===== config.mk =====
export PLATFORM = sky130hd
export DESIGN_NAME = vote_result_reporter
export DESIGN_NICKNAME = d
export VERILOG_FILES = /design/src/rtl/vote_pkg.sv /design/src/rtl/uart_tx_byte.sv /design/src/rtl/vote_result_reporter.sv
export SDC_FILE = /design/constraint.sdc
export NUM_CORES = 1
export LEC_CHECK = 0
export CAP_MARGIN = 30
export CORE_UTILIZATION = 37
export DETAILED_ROUTE_END_ITERATION = 10
export DONT_BUFFER_PORTS = 1
export MAX_ROUTING_LAYER = met4
export PLACE_DENSITY = 0.55
export SLEW_MARGIN = 20
export SYNTH_ARGS = -nofsm -noshare
export SYNTH_HDL_FRONTEND = slang
export SYNTH_HIERARCHICAL = 1
export SYNTH_SLANG_ARGS = --single-unit

===== constraint.sdc =====
create_clock -name clk -period 6.36 [get_ports clk]
set_input_delay 0.636 -clock clk [delete_from_list [all_inputs] [get_ports clk]]
set_output_delay 0.636 -clock clk [all_outputs]
set_load 0.005 [all_outputs]

===== src/rtl/vote_pkg.sv =====
// Shared types and constants for the vote result reporter: FSM states,
// frame layout constants, candidate codes and frame byte helpers.
package vote_pkg;

  typedef enum logic [2:0] {
    ST_IDLE,
    ST_CAPTURE,
    ST_COMPARE,
    ST_SEND,
    ST_DONE
  } state_t;

  localparam logic [7:0]  FRAME_HDR   = 8'hA5;
  localparam int unsigned FRAME_BYTES = 15;

  localparam logic [1:0] CAND_NONE = 2'd0;
  localparam logic [1:0] CAND_1    = 2'd1;
  localparam logic [1:0] CAND_2    = 2'd2;
  localparam logic [1:0] CAND_3    = 2'd3;

  function automatic logic [7:0] result_byte(input logic tie, input logic [1:0] winner);
    return {tie, 5'b0, winner};
  endfunction

  function automatic logic [7:0] xor_bytes(input logic [31:0] word);
    return word[31:24] ^ word[23:16] ^ word[15:8] ^ word[7:0];
  endfunction

endpackage


===== src/rtl/uart_tx_byte.sv =====
// 8N1 serializer for one byte, LSB first. o_done is high during the final
// clock of the stop bit so a new byte started then follows with no gap.
module uart_tx_byte #(
  parameter int unsigned CLKS_PER_BIT = 16
) (
  input  logic       clk,
  input  logic       rst,
  input  logic       i_start,
  input  logic [7:0] i_data,
  output logic       o_tx,
  output logic       o_busy,
  output logic       o_done
);

  localparam int unsigned     CNT_W    = $clog2(CLKS_PER_BIT);
  localparam logic [CNT_W-1:0] CNT_LAST = CNT_W'(CLKS_PER_BIT - 1);
  localparam logic [CNT_W-1:0] CNT_PRE  = CNT_W'(CLKS_PER_BIT - 2);
  localparam logic [3:0]       BIT_STOP = 4'd9;

  logic [CNT_W-1:0] r_cnt;
  logic [3:0]       r_bit;
  logic [7:0]       r_sr;
  logic             r_tx;
  logic             r_busy;
  logic             r_done;
  logic             w_last;

  assign w_last = r_busy && (r_bit == BIT_STOP) && (r_cnt == CNT_LAST);

  // r_bit: 0 = start, 1..8 = data, 9 = stop
  always_ff @(posedge clk or posedge rst) begin
    if (rst) begin
      r_cnt  <= '0;
      r_bit  <= '0;
      r_sr   <= '0;
      r_tx   <= 1'b1;
      r_busy <= 1'b0;
      r_done <= 1'b0;
    end else begin
      r_done <= 1'b0;
      if (!r_busy || w_last) begin
        r_cnt <= '0;
        r_bit <= '0;
        if (i_start) begin
          r_busy <= 1'b1;
          r_tx   <= 1'b0;
          r_sr   <= i_data;
        end else begin
          r_busy <= 1'b0;
          r_tx   <= 1'b1;
        end
      end else if (r_cnt == CNT_LAST) begin
        r_cnt <= '0;
        r_bit <= r_bit + 4'd1;
        if (r_bit < 4'd8) begin
          r_tx <= r_sr[0];
          r_sr <= {1'b0, r_sr[7:1]};
        end else begin
          r_tx <= 1'b1;
        end
      end else begin
        r_cnt <= r_cnt + CNT_W'(1);
        if ((r_bit == BIT_STOP) && (r_cnt == CNT_PRE)) begin
          r_done <= 1'b1;
        end
      end
    end
  end

  assign o_tx   = r_tx;
  assign o_busy = r_busy;
  assign o_done = r_done;

endmodule


===== src/rtl/vote_result_reporter.sv =====
// Captures the final tallies on the voting-over rising edge, decides the
// winner and sends a 15-byte checksummed result frame over the serial line.
module vote_result_reporter #(
  parameter int unsigned CLKS_PER_BIT = 16
) (
  input  logic        clk,
  input  logic        rst,
  input  logic        i_voting_over,
  input  logic [31:0] i_count1,
  input  logic [31:0] i_count2,
  input  logic [31:0] i_count3,
  output logic        o_tx,
  output logic        o_busy,
  output logic        o_done,
  output logic [1:0]  o_winner,
  output logic        o_tie
);

  import vote_pkg::*;

  localparam logic [3:0] LAST_BYTE = 4'(FRAME_BYTES - 1);

  state_t      r_state;
  logic        r_vo_prev;
  logic [31:0] r_c1;
  logic [31:0] r_c2;
  logic [31:0] r_c3;
  logic [1:0]  r_winner;
  logic        r_tie;
  logic [7:0]  r_csum;
  logic [3:0]  r_byte_idx;
  logic        r_busy;
  logic        r_done;

  logic [1:0]  w_winner;
  logic        w_tie;
  logic [7:0]  w_csum;
  logic [3:0]  w_sel;
  logic [7:0]  w_byte;
  logic        w_start;
  logic        w_tx_busy;
  logic        w_tx_done;

  // A unique strict maximum wins; any shared maximum is a tie
  always_comb begin
    w_winner = CAND_NONE;
    w_tie    = 1'b1;
    if ((r_c1 > r_c2) && (r_c1 > r_c3)) begin
      w_winner = CAND_1;
      w_tie    = 1'b0;
    end else if ((r_c2 > r_c1) && (r_c2 > r_c3)) begin
      w_winner = CAND_2;
      w_tie    = 1'b0;
    end else if ((r_c3 > r_c1) && (r_c3 > r_c2)) begin
      w_winner = CAND_3;
      w_tie    = 1'b0;
    end
  end

  assign w_csum = FRAME_HDR ^ xor_bytes(r_c1) ^ xor_bytes(r_c2) ^ xor_bytes(r_c3)
                ^ result_byte(w_tie, w_winner);

  // Select the byte to hand to the serializer on the next start
  assign w_sel = (r_state == ST_COMPARE) ? 4'd0 : r_byte_idx + 4'd1;

  always_comb begin
    w_byte = FRAME_HDR;
    case (w_sel)
      4'd1:    w_byte = r_c1[31:24];
      4'd2:    w_byte = r_c1[23:16];
      4'd3:    w_byte = r_c1[15:8];
      4'd4:    w_byte = r_c1[7:0];
      4'd5:    w_byte = r_c2[31:24];
      4'd6:    w_byte = r_c2[23:16];
      4'd7:    w_byte = r_c2[15:8];
      4'd8:    w_byte = r_c2[7:0];
      4'd9:    w_byte = r_c3[31:24];
      4'd10:   w_byte = r_c3[23:16];
      4'd11:   w_byte = r_c3[15:8];
      4'd12:   w_byte = r_c3[7:0];
      4'd13:   w_byte = result_byte(r_tie, r_winner);
      4'd14:   w_byte = r_csum;
      default: w_byte = FRAME_HDR;
    endcase
  end

  assign w_start = (r_state == ST_COMPARE) ||
                   ((r_state == ST_SEND) && w_tx_done && (r_byte_idx != LAST_BYTE));

  always_ff @(posedge clk or posedge rst) begin
    if (rst) begin
      r_state    <= ST_IDLE;
      r_vo_prev  <= 1'b0;
      r_c1       <= '0;
      r_c2       <= '0;
      r_c3       <= '0;
      r_winner   <= CAND_NONE;
      r_tie      <= 1'b0;
      r_csum     <= '0;
      r_byte_idx <= '0;
      r_busy     <= 1'b0;
      r_done     <= 1'b0;
    end else begin
      r_vo_prev <= i_voting_over;
      r_done    <= 1'b0;
      case (r_state)
        ST_IDLE: begin
          if (i_voting_over && !r_vo_prev && !w_tx_busy) begin
            r_state <= ST_CAPTURE;
            r_busy  <= 1'b1;
          end
        end
        ST_CAPTURE: begin
          r_c1    <= i_count1;
          r_c2    <= i_count2;
          r_c3    <= i_count3;
          r_state <= ST_COMPARE;
        end
        ST_COMPARE: begin
          r_winner   <= w_winner;
          r_tie      <= w_tie;
          r_csum     <= w_csum;
          r_byte_idx <= '0;
          r_state    <= ST_SEND;
        end
        ST_SEND: begin
          if (w_tx_done) begin
            if (r_byte_idx == LAST_BYTE) begin
              r_state <= ST_DONE;
              r_busy  <= 1'b0;
              r_done  <= 1'b1;
            end else begin
              r_byte_idx <= r_byte_idx + 4'd1;
            end
          end
        end
        ST_DONE: begin
          r_state <= ST_IDLE;
        end
        default: begin
          r_state <= ST_IDLE;
        end
      endcase
    end
  end

  uart_tx_byte #(
    .CLKS_PER_BIT(CLKS_PER_BIT)
  ) u_tx (
    .clk    (clk),
    .rst    (rst),
    .i_start(w_start),
    .i_data (w_byte),
    .o_tx   (o_tx),
    .o_busy (w_tx_busy),
    .o_done (w_tx_done)
  );

  assign o_busy   = r_busy;
  assign o_done   = r_done;
  assign o_winner = r_winner;
  assign o_tie    = r_tie;

endmodule


==> results by group, run 1 <==
Final layout
  – Fraction of layout cells with a size suffix above 1: 11.1%
  – ANT cells: 0
  – Post-layout nets: 1,162
  – Area Overhead vs Synth: 11.0%
  – Final Util: 41.8%
  – Layout Cells excl Fill: 1,298

Setup path
  – Worst R2R End: u_tx/r_sr[1]$_DFFE_PP0P_
  – Arrival @ worst endpoint: 3.76 ns
  – Worst Path Max Fanout: 15
  – Startpoint types: flip-flop
  – Slowest CP cell: dfrtp_1
  – Crit-path cells: inv_1, ha_1, or4_1, nor2_1, a222oi_1, nand3_1, nor2_1, nand3_1, mux2_2, mux2_2
  – RR Startpoint: r_byte_idx[0]$_DFFE_PP0P_
  – Crit Path Category: flip-flop to flip-flop
  – Worst R2R Setup Slack: 2.97 ns
  – Delay of the slowest critical-path stage: 0.64 ns
  – Worst reg2reg path depth: 10
  – CP Data Required Time: 6.73 ns
  – CP endpoint kind: flip-flop

Placement
  – Port bufs: 0
  – Placer congestion estimate: 0.925
  – HPWL Detailed: 21,400 um
  – Placed insts: 1,264

Pwr
  – Power density cells: 241 mW/mm2
  – Switching power share of the total: 28.0%
  – Peak supply drop: 0.145 mV
  – Flop pwr share: 41.2%
  – Combinational Power Share: 14.2%
  – Sw power: 0.687 mW
  – Internal Power: 1.77 mW
  – Clock power frac: 44.6%
  – Leak: 4.38 nW

Clock tree
  – H-Tree Depth: 4
  – Cts bufs inserted: 17
  – Post-CTS Setup Repair Bufs: 0
  – Root Driver: clkbuf_16
  – Clock transition at the registers of the reported paths: 0.06 ns
  – Worst skew pair latency: 0.44 ns
  – CTS tree: built
  – Clk buf depth: 2
  – Clock Sinks: 136
  – Post-CTS Hold Buffers: 0
  – Post-cts resize count: 0

Routing
  – Avg Vias per Cell: 5.50
  – Metal2 WL: 13,800 um
  – Met1 Routed Length: 12,200 um
  – Via count of the routed design: 7,140
  – First-iteration detailed-routing DRC count: 545
  – Routed Antenna Nets: 0
  – Routed WL: 27,900 um
  – Wire length per cell: 21.5 um
  – Remaining DRCs: 0
  – Met3 wire len: 1180 um
  – Detailed Routing Iterations Pass 1: 5
  – Uppermost layer routed: met4

Synthesis
  – Synthesis-stage register bit count: 136
  – Ys async rst share: 100%
  – Seq/Total Area, Yosys: 37.2%
  – Post-Syn Area per Cell: 9.54 um2
  – Mapped Area: 0.00916 mm2
  – Number of flops mapped to enable cells by yosys: 0
  – Number of distinct library cells after synthesis: 70
  – Syn. warnings: 6
  – Mapped Nets: 1,161
  – Synth Flop Type: dfrtp_1
  – Post-synthesis cell count: 960

Floorplan
  – Initial cell density of the core: 37.7%
  – Die area: 0.0254 mm2
  – Site row count: 57
  – I/O Pins: 105
  – Core Area: 0.0243 mm2
  – Die W: 159 um
  – Chip height: 159 um

STA
  – Max_slew headroom: 31.3%
  – Fmax: 295 MHz
  – Setup Viol. Count Final: 0
  – RSZ-0062 raised after global routing: no
  – Final Skew: 0.0139 ns
  – Final setup TNS: 0 ns
  – Final Hold Vio Count: 0
  – Crit share post-route: 53.3%
  – Fin crit period: 3.39 ns
  – Final Max Slew Viols: 0
  – Worst slew pin tran: 1.02 ns
  – Final Hold Slack: 0.182 ns

Global route
  – Initial antenna violation count: 0
  – Largest net degree at the start of global routing: 71
  – Global-route wire length before repair: 43,000 um
  – Vias in the first global route: 7,192
  – Global route total overflow: 0
  – Total GRT Usage: 23.2%

Run
  – Maxcap violations: 0

Worst hold path
  – Min-delay worst type: input port to async pin

Status
  – Status: complete, no violations
[cells in the mapped netlist (6+ instances only)]
| cell type | number | area share, % |
|---|---|---|
| inv_1 | 75 | 3.1 |
| nor3_1 | 13 | 0.71 |
| mux2_2 | 42 | 5.2 |
| xor2_1 | 7 | 0.67 |
| nand3_1 | 27 | 1.5 |
| nand4_1 | 17 | 1.2 |
| ha_1 | 102 | 14 |
| xnor2_1 | 89 | 8.5 |
| a21oi_1 | 46 | 2.5 |
| dfrtp_1 | 135 | 37 |
| a221oi_1 | 14 | 1.3 |
| clkbuf_1 | 21 | 0.86 |
| a22oi_1 | 15 | 1.2 |
| a222oi_1 | 7 | 0.76 |
| nor2_1 | 24 | 0.98 |
| and4_1 | 9 | 0.86 |
| o21ai_0 | 89 | 4.9 |
| a22o_1 | 6 | 0.57 |
| a21o_1 | 6 | 0.49 |
| nand2_1 | 119 | 4.9 |
[area by class of cell]
type,count,area [um2]
sequential,136,3400
clock inverter,14,196
inverter,75,284
tap,324,405
timing repair buffer,9,77.6
multi-input combinational,722,5370
clock buffer,18,439
fill,2393,14100
[cells by family after synthesis]
group           count (synthesis)  share of synthesized area (%)
mux                            52                           6.35
buf+inv                       102                           4.36
fa+ha+maj                     102                           13.9
xor+xnor                       97                           9.36
simple gates                  245                           13.2
compound gates                226                           15.7
flops                         136                           37.2
[worst max-delay path, delay by kind of cell (launching register included)]
family	cells	cell delay [ns]
flops	1	0.64
buf+inv	1	0.22
compound gates	1	0.21
fa+ha+maj	1	0.49
mux	2	0.28
simple gates	5	1.49
[state kept, by name (all words and copies together) (netlist names)]
name / flops
u_tx/o_tx: 1
r_c1: 32
u_tx/r_bit: 4
r_c3: 32
o_done: 1
o_busy: 1
r_state: 3
r_c2: 32
r_byte_idx: 4
u_tx/o_done: 1
u_tx/o_busy: 1
u_tx/r_cnt: 4
r_vo_prev: 1
u_tx/r_sr: 8
o_winner: 2
o_tie: 1
r_csum: 8
[power groups by stage]
stage | Combinational (mW) | Clock, mW | Sequential (mW)
global route | 0.397 | 1.15 | 1.02
global placement | 0.340 | 0 | 1.03
floorplan | 0.286 | 0 | 0.985
CTS | 0.349 | 1.12 | 1.01
finish | 0.349 | 1.09 | 1.01
detailed placement | 0.346 | 0 | 1.03
[worst max path at each step]
| stage | startpoint | endpoint | slack [ns] | cells after the start |
|---|---|---|---|---|
| after detailed placement | r_byte_idx[0]$_DFFE_PP0P_ | u_tx/r_sr[3]$_DFFE_PP0P_ | 3.03 | 10 |
| after global placement | r_byte_idx[0]$_DFFE_PP0P_ | u_tx/r_sr[3]$_DFFE_PP0P_ | 2.83 | 10 |
| after global routing | r_byte_idx[0]$_DFFE_PP0P_ | u_tx/r_sr[2]$_DFFE_PP0P_ | 2.79 | 11 |
| after floorplan | rst | o_busy$_DFFE_PP0P_ | 2.62 | 1 |
| final | r_byte_idx[0]$_DFFE_PP0P_ | u_tx/r_sr[1]$_DFFE_PP0P_ | 2.97 | 10 |
| after CTS | r_byte_idx[0]$_DFFE_PP0P_ | u_tx/r_sr[3]$_DFFE_PP0P_ | 3.00 | 10 |
[stage by stage]
step	total power, mW	setup WS, ns	cell area, um2
3_3_place_gp	1.37	2.83	9490
2_1_floorplan	1.27	2.62	9160
4_1_cts	2.48	3.00	10100
5_1_grt	2.56	2.79	10200
6_report	2.45	2.97	10200
3_5_place_dp	1.37	3.03	9500
[layout by cell type (no fill, tap or decap), types with 9 or more instances in the layout]
cell type	Yosys	layout
nand4_1	17	17
nor2_1	24	23
nand2_1	119	119
mux2_2	42	42
nor3_1	13	13
and4_1	9	9
ha_1	102	102
inv_1	75	74
o21ai_0	89	89
a22oi_1	15	15
a221oi_1	14	14
xnor2_1	89	89
nand3_1	27	27
clkbuf_16	0	17
dfrtp_1	135	135
a21oi_1	46	46
[per-layer routing]
metal  vias to the layer above  GRT usage (%)
li1                       3442              -
met1                      3443           28.5
met2                       212           38.8
met3                        43           3.28
met4                         0           8.48
met5                         -              -
No activity file was read; power rests on OpenSTA's default activity.
==> run 2, diff against run 1 <==
==> constraint.sdc (replaced) <==
create_clock -name clk -period 3.2 [get_ports clk]
set_input_delay 0.32 -clock clk [delete_from_list [all_inputs] [get_ports clk]]
set_output_delay 0.32 -clock clk [all_outputs]
set_load 0.005 [all_outputs]
==> results by group, run 2 (synthesized netlist as in run 1, its figures left out) <==
Status
  – Status: complete, no violations

Global route
  – Vias in the first global route: 7,348 (+2.2%)
  – Largest net degree at the start of global routing: 161 (+130%)
  – Total GRT Usage: 23.2% (+0.034 points)
  – Global route total overflow: 0 (unchanged)
  – Initial antenna violation count: 0 (unchanged)
  – Global-route wire length before repair: 43,300 um (+0.85%)

Placement
  – HPWL Detailed: 21,400 um (about the same)
  – Port bufs: 0 (unchanged)
  – Placer congestion estimate: 0.945 (+2.2%)
  – Post-DP Area: 0.00978 mm2 (+2.9%)

Floorplan
  – Die W: 159 um (unchanged)
  – Chip height: 159 um (unchanged)
  – Initial cell density of the core: 37.7% (unchanged)
  – Die area: 0.0254 mm2 (unchanged)
  – Site row count: 57 (unchanged)
  – I/O Pins: 105 (unchanged)
  – Core Area: 0.0243 mm2 (unchanged)

Clock tree
  – Root Driver: clkbuf_16
  – Clock transition at the registers of the reported paths: 0.06 ns (about the same)
  – CTS tree: built
  – Cts bufs inserted: 17 (unchanged)
  – Worst skew pair latency: 0.43 ns (about the same)
  – H-Tree Depth: 4 (unchanged)
  – Clk buf depth: 2 (unchanged)
  – Post-CTS Setup Repair Bufs: 0 (unchanged)
  – Clock Sinks: 136 (unchanged)

Setup path
  – CP Data Required Time: 3.51 ns (-3.22 ns)
  – CP endpoint kind: flip-flop
  – CP top delay family: compound AO/OA/AOI/OAI gates
  – Worst Path Max Fanout: 4 (-11)
  – Arrival @ worst endpoint: 3.32 ns (-0.44 ns)
  – Crit Path Category: flip-flop to flip-flop
  – Delay of the slowest critical-path stage: 0.48 ns (-0.16 ns)
  – Crit-path cells: inv_1, ha_1, a21oi_2, o21ai_1, a221o_1, a2111o_1, or2_0, mux2i_2, mux2i_1, a211o_1
  – Buf+Inv Stages, Crit Path: 1 (unchanged)
  – Startpoint types: flip-flop
  – Slowest CP cell: a2111o_1

Pwr
  – Leak: 4.54 nW (+3.7%)
  – Power density cells: 453 mW/mm2 (+88%)
  – Peak supply drop: 0.230 mV (+59%)

Final layout
  – Top flop regs: r_c1 x32, r_c2 x32, r_c3 x32
  – Fraction of layout cells with a size suffix above 1: 13.5% (+2.4 points)
  – Commonest non-fill, non-tap cells in the layout: dfrtp_1 (135), nand2_1 (119), ha_1 (102), o21ai_0 (89), xnor2_1 (89)
  – Most common cell after layout, fill and taps aside: dfrtp_1
  – Fill count: 2,391 (-0.084%)
  – Post-layout nets: 1,203 (+3.5%)
  – Area Overhead vs Synth: 14.4%
  – Post-route cell area: 0.0105 mm2 (+3.0%)
  – ANT cells: 0 (unchanged)

STA
  – RSZ-0062 raised after global routing: no
  – Fin crit period: 3.01 ns (-0.382 ns)
  – Final Hold Vio Count: 0 (unchanged)
  – Worst slew pin tran: 0.830 ns (-0.193 ns)
  – Max_slew headroom: 44.6% (+13 points)
  – Setup Viol. Count Final: 0 (unchanged)
  – Final setup TNS: 0 ns (unchanged)
  – Crit share post-route: 94.0% (+41 points)
  – Fmax: 332 MHz (+13%)
  – Final Skew: 0.00953 ns (-0.00442 ns)
  – Final Max Slew Viols: 0 (unchanged)

Routing
  – Detailed Routing Iterations Pass 1: 7 (+2)
  – Wire length per cell: 20.7 um (-3.9%)
  – Via count of the routed design: 7,310 (+2.4%)
  – First-iteration detailed-routing DRC count: 711 (+30%)
  – Routed Antenna Nets: 0 (unchanged)
  – Routed WL: 27,700 um (-0.83%)
  – Remaining DRCs: 0 (unchanged)
  – Avg Vias per Cell: 5.46 (-0.75%)

Run
  – Maxcap violations: 0 (unchanged)

Worst hold path
  – Min-delay worst type: input port to flip-flop
-- run 2: cell types whose count changed in the layout (fill, tap and decap cells not counted), sizes merged --
cell / before / now
bufinv: 4 / 2
inv: 77 / 76
dlygate4sd3: 0 / 11
clkinvlp: 3 / 4
clkbuf: 18 / 20
buf: 9 / 39
-- run 2: final cells by class --
type | count | area (um2) | area share (%)
Clock buffer | 20 | 447 | 4.26
Timing Repair Buffer | 50 | 425 | 4.06
Multi-Input combinational cell | 722 | 5370 | 51.2
Clock inverter | 12 | 144 | 1.37
Inverter | 75 | 285 | 2.72
Tap cell | 324 | 405 | 3.87
Sequential cell | 136 | 3400 | 32.5
-- run 2: worst paths after layout --
kind	startpoint	endpoint	slack, ns	cells past startpoint
worst max-delay path	r_c1[19]$_DFFE_PP0P_	r_csum[7]$_DFFE_PP0P_	0.19	10
max in group asynchronous	rst	u_tx/r_sr[5]$_DFFE_PP0P_	2.09	2
worst min-delay path	i_count2[30]	r_c2[30]$_DFFE_PP0P_	0.01	2
min in group asynchronous	rst	r_c3[24]$_DFFE_PP0P_	0.40	2
worst max register to register	r_c1[19]$_DFFE_PP0P_	r_csum[7]$_DFFE_PP0P_	0.19	10
worst min register to register	r_csum[2]$_DFFE_PP0P_	r_csum[2]$_DFFE_PP0P_	0.49	2
-- run 2: report_power, final --
part	leakage, nW	switching [mW]	internal [mW]	total, mW
Clock	0.277	0.830	1.18	2.01
Sequential	1.59	0.147	1.84	1.99
Combinational	2.67	0.385	0.360	0.745
-- run 2: metrics by stage --
stage | hold slack (ns) | worst slack (ns) | util [%] | power, mW | cells
2_1_floorplan | 0.270 | 0.607 | - | 2.53 | 960
3_3_place_gp | 0.206 | 0.119 | 40.2 | 2.74 | 1295
3_5_place_dp | 0.208 | 0.232 | 40.2 | 2.75 | 1295
4_1_cts | 0.000440 | 0.202 | 43.1 | 4.78 | 1338
5_1_grt | 0.00616 | 0.0730 | 43.1 | 4.95 | 1339
6_report | 0.0120 | 0.191 | 43.1 | 4.74 | 1339
-- run 2: routing by layer --
metal | vias up | part of all wire (%) | track usage [%]
met5 | - | 0 | -
met4 | 0 | 2.6 | 8.30
met3 | 50 | 4.7 | 4.32
met2 | 208 | 48 | 37.5
met1 | 3536 | 44 | 29.0
li1 | 3516 | - | -
-- run 2: what timing repair did --
action,in CTS,in global routing
hold endpoints to repair,42,0
hold buffers,11,0
resized for setup,0,0
==> run 3, diff against run 2 <==
--- a/config.mk
+++ b/config.mk
@@ -14,5 +14,4 @@
 export SLEW_MARGIN = 20
 export SYNTH_ARGS = -nofsm -noshare
 export SYNTH_HDL_FRONTEND = slang
-export SYNTH_HIERARCHICAL = 1
 export SYNTH_SLANG_ARGS = --single-unit
==> results by group, run 3 <==
Clock tree
  – Clk buf depth: 2 (unchanged)
  – Root Driver: clkbuf_16
  – Worst skew pair latency: 0.44 ns (about the same)
  – H-Tree Depth: 4 (unchanged)
  – Cts bufs inserted: 17 (unchanged)
  – Post-cts resize count: 0 (unchanged)
  – CTS tree: built
  – Clock Sinks: 136 (unchanged)
  – Clock transition at the registers of the reported paths: 0.06 ns (about the same)

Synthesis
  – Number of distinct library cells after synthesis: 68 (-2.9%)
  – Main combinational cell family by area after synthesis: compound AO/OA/AOI/OAI gates
  – Ranking of synthesized cells by area: dfrtp_1 (37%), ha_1 (14%), xnor2_1 (8.3%)
  – Ys async rst share: 100% (unchanged)
  – Number of flops mapped to enable cells by yosys: 0 (unchanged)
  – Syn. warnings: 0 (-6)
  – Commonest cells post-synth: dfrtp_1 (135), nand2_1 (126), ha_1 (102)
  – Mux cell area share after synthesis: 5.06% (-1.3 points)
  – Seq/Total Area, Yosys: 36.8% (-0.32 points)
  – Synth Area in Compound Gates: 16.4% (+0.75 points)
  – Synthesis-stage register bit count: 136 (unchanged)
  – Simple-gate share of the synthesized area: 13.7% (+0.55 points)
  – Synth Area in Adders: 13.8% (-0.12 points)
  – Synth Flop Type: dfrtp_1
  – Post-Syn Area per Cell: 9.23 um2 (-3.3%)
  – Mapped Area: 0.00924 mm2 (+0.86%)
  – Post-synth top area cell: dfrtp_1
  – Post-synthesis xor/xnor area fraction: 9.00% (-0.35 points)
  – Top-area cell type share of the netlist area: 36.6% (-0.31 points)
  – Mapped Nets: 1,202 (+3.5%)
  – Post-synthesis cell count: 1,001 (+4.3%)
  – Most frequent cell after synthesis: dfrtp_1

Global route
  – Vias in the first global route: 7,523 (+2.4%)
  – Global-route wire length before repair: 44,500 um (+2.8%)
  – Total GRT Usage: 23.7% (+0.49 points)
  – Initial antenna violation count: 0 (unchanged)
  – Global route total overflow: 0 (unchanged)
  – Largest net degree at the start of global routing: 161 (unchanged)

STA
  – Final setup TNS: 0 ns (unchanged)
  – Crit share post-route: 88.2% (-5.8 points)
  – Fin crit period: 2.82 ns (-0.185 ns)
  – Fmax: 354 MHz (+6.6%)
  – RSZ-0062 raised after global routing: no
  – Final Hold Slack: 0.00489 ns (-0.00710 ns)
  – Final Hold Vio Count: 0 (unchanged)
  – Final Skew: 0.00999 ns (+0.000462 ns)
  – Final Max Slew Viols: 0 (unchanged)
  – Max_slew headroom: 44.0% (-0.58 points)
  – Fin worst setup slack: 0.377 ns (+0.185 ns)
  – Worst slew pin tran: 0.833 ns (+0.00362 ns)
  – Setup Viol. Count Final: 0 (unchanged)

Setup path
  – Worst R2R Setup Slack: 0.38 ns (+0.19 ns)
  – Worst R2R End: u_tx.r_sr[5]$_DFFE_PP0P_
  – RR Startpoint: r_byte_idx[1]$_DFFE_PP0P_
  – CP endpoint kind: flip-flop
  – Crit Path Category: flip-flop to flip-flop
  – Worst reg2reg path depth: 8 (-2)
  – Worst Path Max Fanout: 7 (+3)
  – Worst setup path startpoint: r_byte_idx[1]$_DFFE_PP0P_
  – Arrival @ worst endpoint: 3.14 ns (-0.18 ns)
  – Buf+Inv Stages, Crit Path: 0 (-1)
  – CP top delay family: compound AO/OA/AOI/OAI gates
  – Crit-path cells: ha_1, xnor2_1, nor2_1, a22oi_1, o2111ai_1, a221o_1, o32ai_1, a21oi_1
  – Delay of the slowest critical-path stage: 0.68 ns (+0.20 ns)
  – Slowest CP cell: xnor2_1
  – Startpoint types: flip-flop
  – CP Data Required Time: 3.52 ns (about the same)

Worst hold path
  – Hold Crit Depth: 2 (unchanged)
  – Min-delay worst type: input port to flip-flop
  – Hold Path End: r_c2[9]$_DFFE_PP0P_
  – Min-Delay Startpoint: i_count2[9]

Pwr
  – Power density cells: 595 mW/mm2 (+32%)
  – Internal Power: 3.98 mW (+18%)
  – Peak supply drop: 0.278 mV (+21%)
  – Combinational Power Share: 30.2% (+14 points)
  – Leak: 4.53 nW (-0.31%)
  – Clock power frac: 31.3% (-11 points)
  – Flop pwr share: 38.5% (-3.4 points)
  – Switching power share of the total: 36.1% (+7.3 points)
  – Sw power: 2.24 mW (+65%)

Routing
  – Routed WL: 28,400 um (+2.5%)
  – Metal2 WL: 13,300 um (-0.69%)
  – Met3 wire len: 1380 um (+5.6%)
  – Wire length per cell: 20.8 um (+0.71%)
  – Routed Antenna Nets: 0 (unchanged)
  – Met1 Routed Length: 12,700 um (+3.3%)
  – Detailed Routing Iterations Pass 1: 5 (-2)
  – Avg Vias per Cell: 5.54 (+1.5%)
  – Remaining DRCs: 0 (unchanged)
  – First-iteration detailed-routing DRC count: 700 (-1.5%)
  – Uppermost layer routed: met4
  – Via count of the routed design: 7,549 (+3.3%)

Placement
  – Port bufs: 0 (unchanged)
  – HPWL Detailed: 21,500 um (+0.29%)
  – Placed insts: 1,310 (+1.2%)
  – Placer congestion estimate: 0.933 (-1.3%)
  – Placement Setup Slack: 0.430 ns (+0.197 ns)

Floorplan
  – Die area: 0.0256 mm2 (+0.85%)
  – Die W: 160 um (+0.42%)
  – I/O Pins: 105 (unchanged)
  – Initial cell density of the core: 37.9% (+0.21 points)
  – Site row count: 57 (unchanged)
  – Chip height: 160 um (+0.42%)
  – Core Area: 0.0244 mm2 (+0.29%)

Final layout
  – Fill count: 2,440 (+2.0%)
  – Layout Cells excl Fill: 1,363 (+1.8%)
  – Most common cell after layout, fill and taps aside: dfrtp_1
  – Area Overhead vs Synth: 13.1%
  – Final Util: 42.8% (-0.27 points)
  – Commonest non-fill, non-tap cells in the layout: dfrtp_1 (135), nand2_1 (126), ha_1 (102), o21ai_0 (95), xnor2_1 (88)
  – Fraction of layout cells with a size suffix above 1: 9.62% (-3.9 points)
  – ANT cells: 0 (unchanged)
  – Post-layout nets: 1,227 (+2.0%)
  – Top flop regs: r_c1 x32, r_c2 x32, r_c3 x32

Run
  – Maxcap violations: 0 (unchanged)

Status
  – Status: complete, no violations
==> run 3: cell count changes after synthesis, moves of 8 or more <==
cell      before  now
nor2_1        24   38
clkbuf_1      21   31
nand4_1       17   27
a21oi_1       46   60
and4_1         9    1
mux2_2        42   32
==> run 3: cell type report <==
cell class                 count  area, um2  share of cell area [%]
inverter                      78        297                    2.84
sequential                   136       3400                    32.6
clock buffer                  17        425                    4.07
tap                          324        405                    3.88
clock inverter                15        143                    1.37
timing repair buffer          44        408                    3.90
multi-input combinational    749       5360                    51.3
==> run 3: routing by layer <==
layer  GRT usage, %  vias to the layer above
li1               -                     3619
met2           36.8                      247
met1           30.6                     3621
met4           9.74                        0
met5              -                        -
met3           3.97                       62
==> run 3: power groups by stage <==
stage	sequential (mW)	clock, mW	combinational (mW)
floorplan	2.22	0	1.49
global placement	2.42	0	1.80
detailed placement	2.42	0	1.83
CTS	2.39	1.99	1.87
global route	2.41	2.07	2.12
finish	2.39	1.95	1.88
==> run 3: worst register-to-register path: stages (launching register included) <==
cell and delay, ns:
dfrtp_1 0.45, ha_1 0.24, xnor2_1 0.68, nor2_1 0.29, a22oi_1 0.25, o2111ai_1 0.13
a221o_1 0.28, o32ai_1 0.27, a21oi_1 0.10
==> run 3: worst max-delay path by stage <==
stage                                     endpoint  cells past startpoint
after floorplan           u_tx.r_sr[6]$_DFFE_PP0P_                      9
after global placement       r_csum[7]$_DFFE_PP0P_                     11
after detailed placement  u_tx.r_sr[5]$_DFFE_PP0P_                      8
after CTS                 u_tx.r_sr[5]$_DFFE_PP0P_                      8
after global routing      u_tx.r_sr[5]$_DFFE_PP0P_                      8
final                     u_tx.r_sr[5]$_DFFE_PP0P_                      8
==> run 3: kinds of logic (layout without fill, tap and decap cells) <==
group,Yosys count,count (layout)
AOI/OAI and AO/OA,244,244
xor gates and xnor gates,95,95
adders and majority gates,102,102
buffers and inverters,116,154
DFF,136,136
muxes,39,39
and+or+nand+nor,269,269
==> run 3: metrics by stage <==
| step | total power, mW | area [um2] |
|---|---|---|
| 5_1_grt | 6.61 | 10400 |
| 6_report | 6.22 | 10400 |
| 3_5_place_dp | 4.25 | 9670 |
| 2_1_floorplan | 3.71 | 9240 |
| 4_1_cts | 6.26 | 10400 |
| 3_3_place_gp | 4.22 | 9670 |
==> run 3: what timing repair did <==
action                                 in CTS  in global routing
setup buffers                               0                  0
hold buffers                               21                  0
endpoints found under the hold margin      51                  0
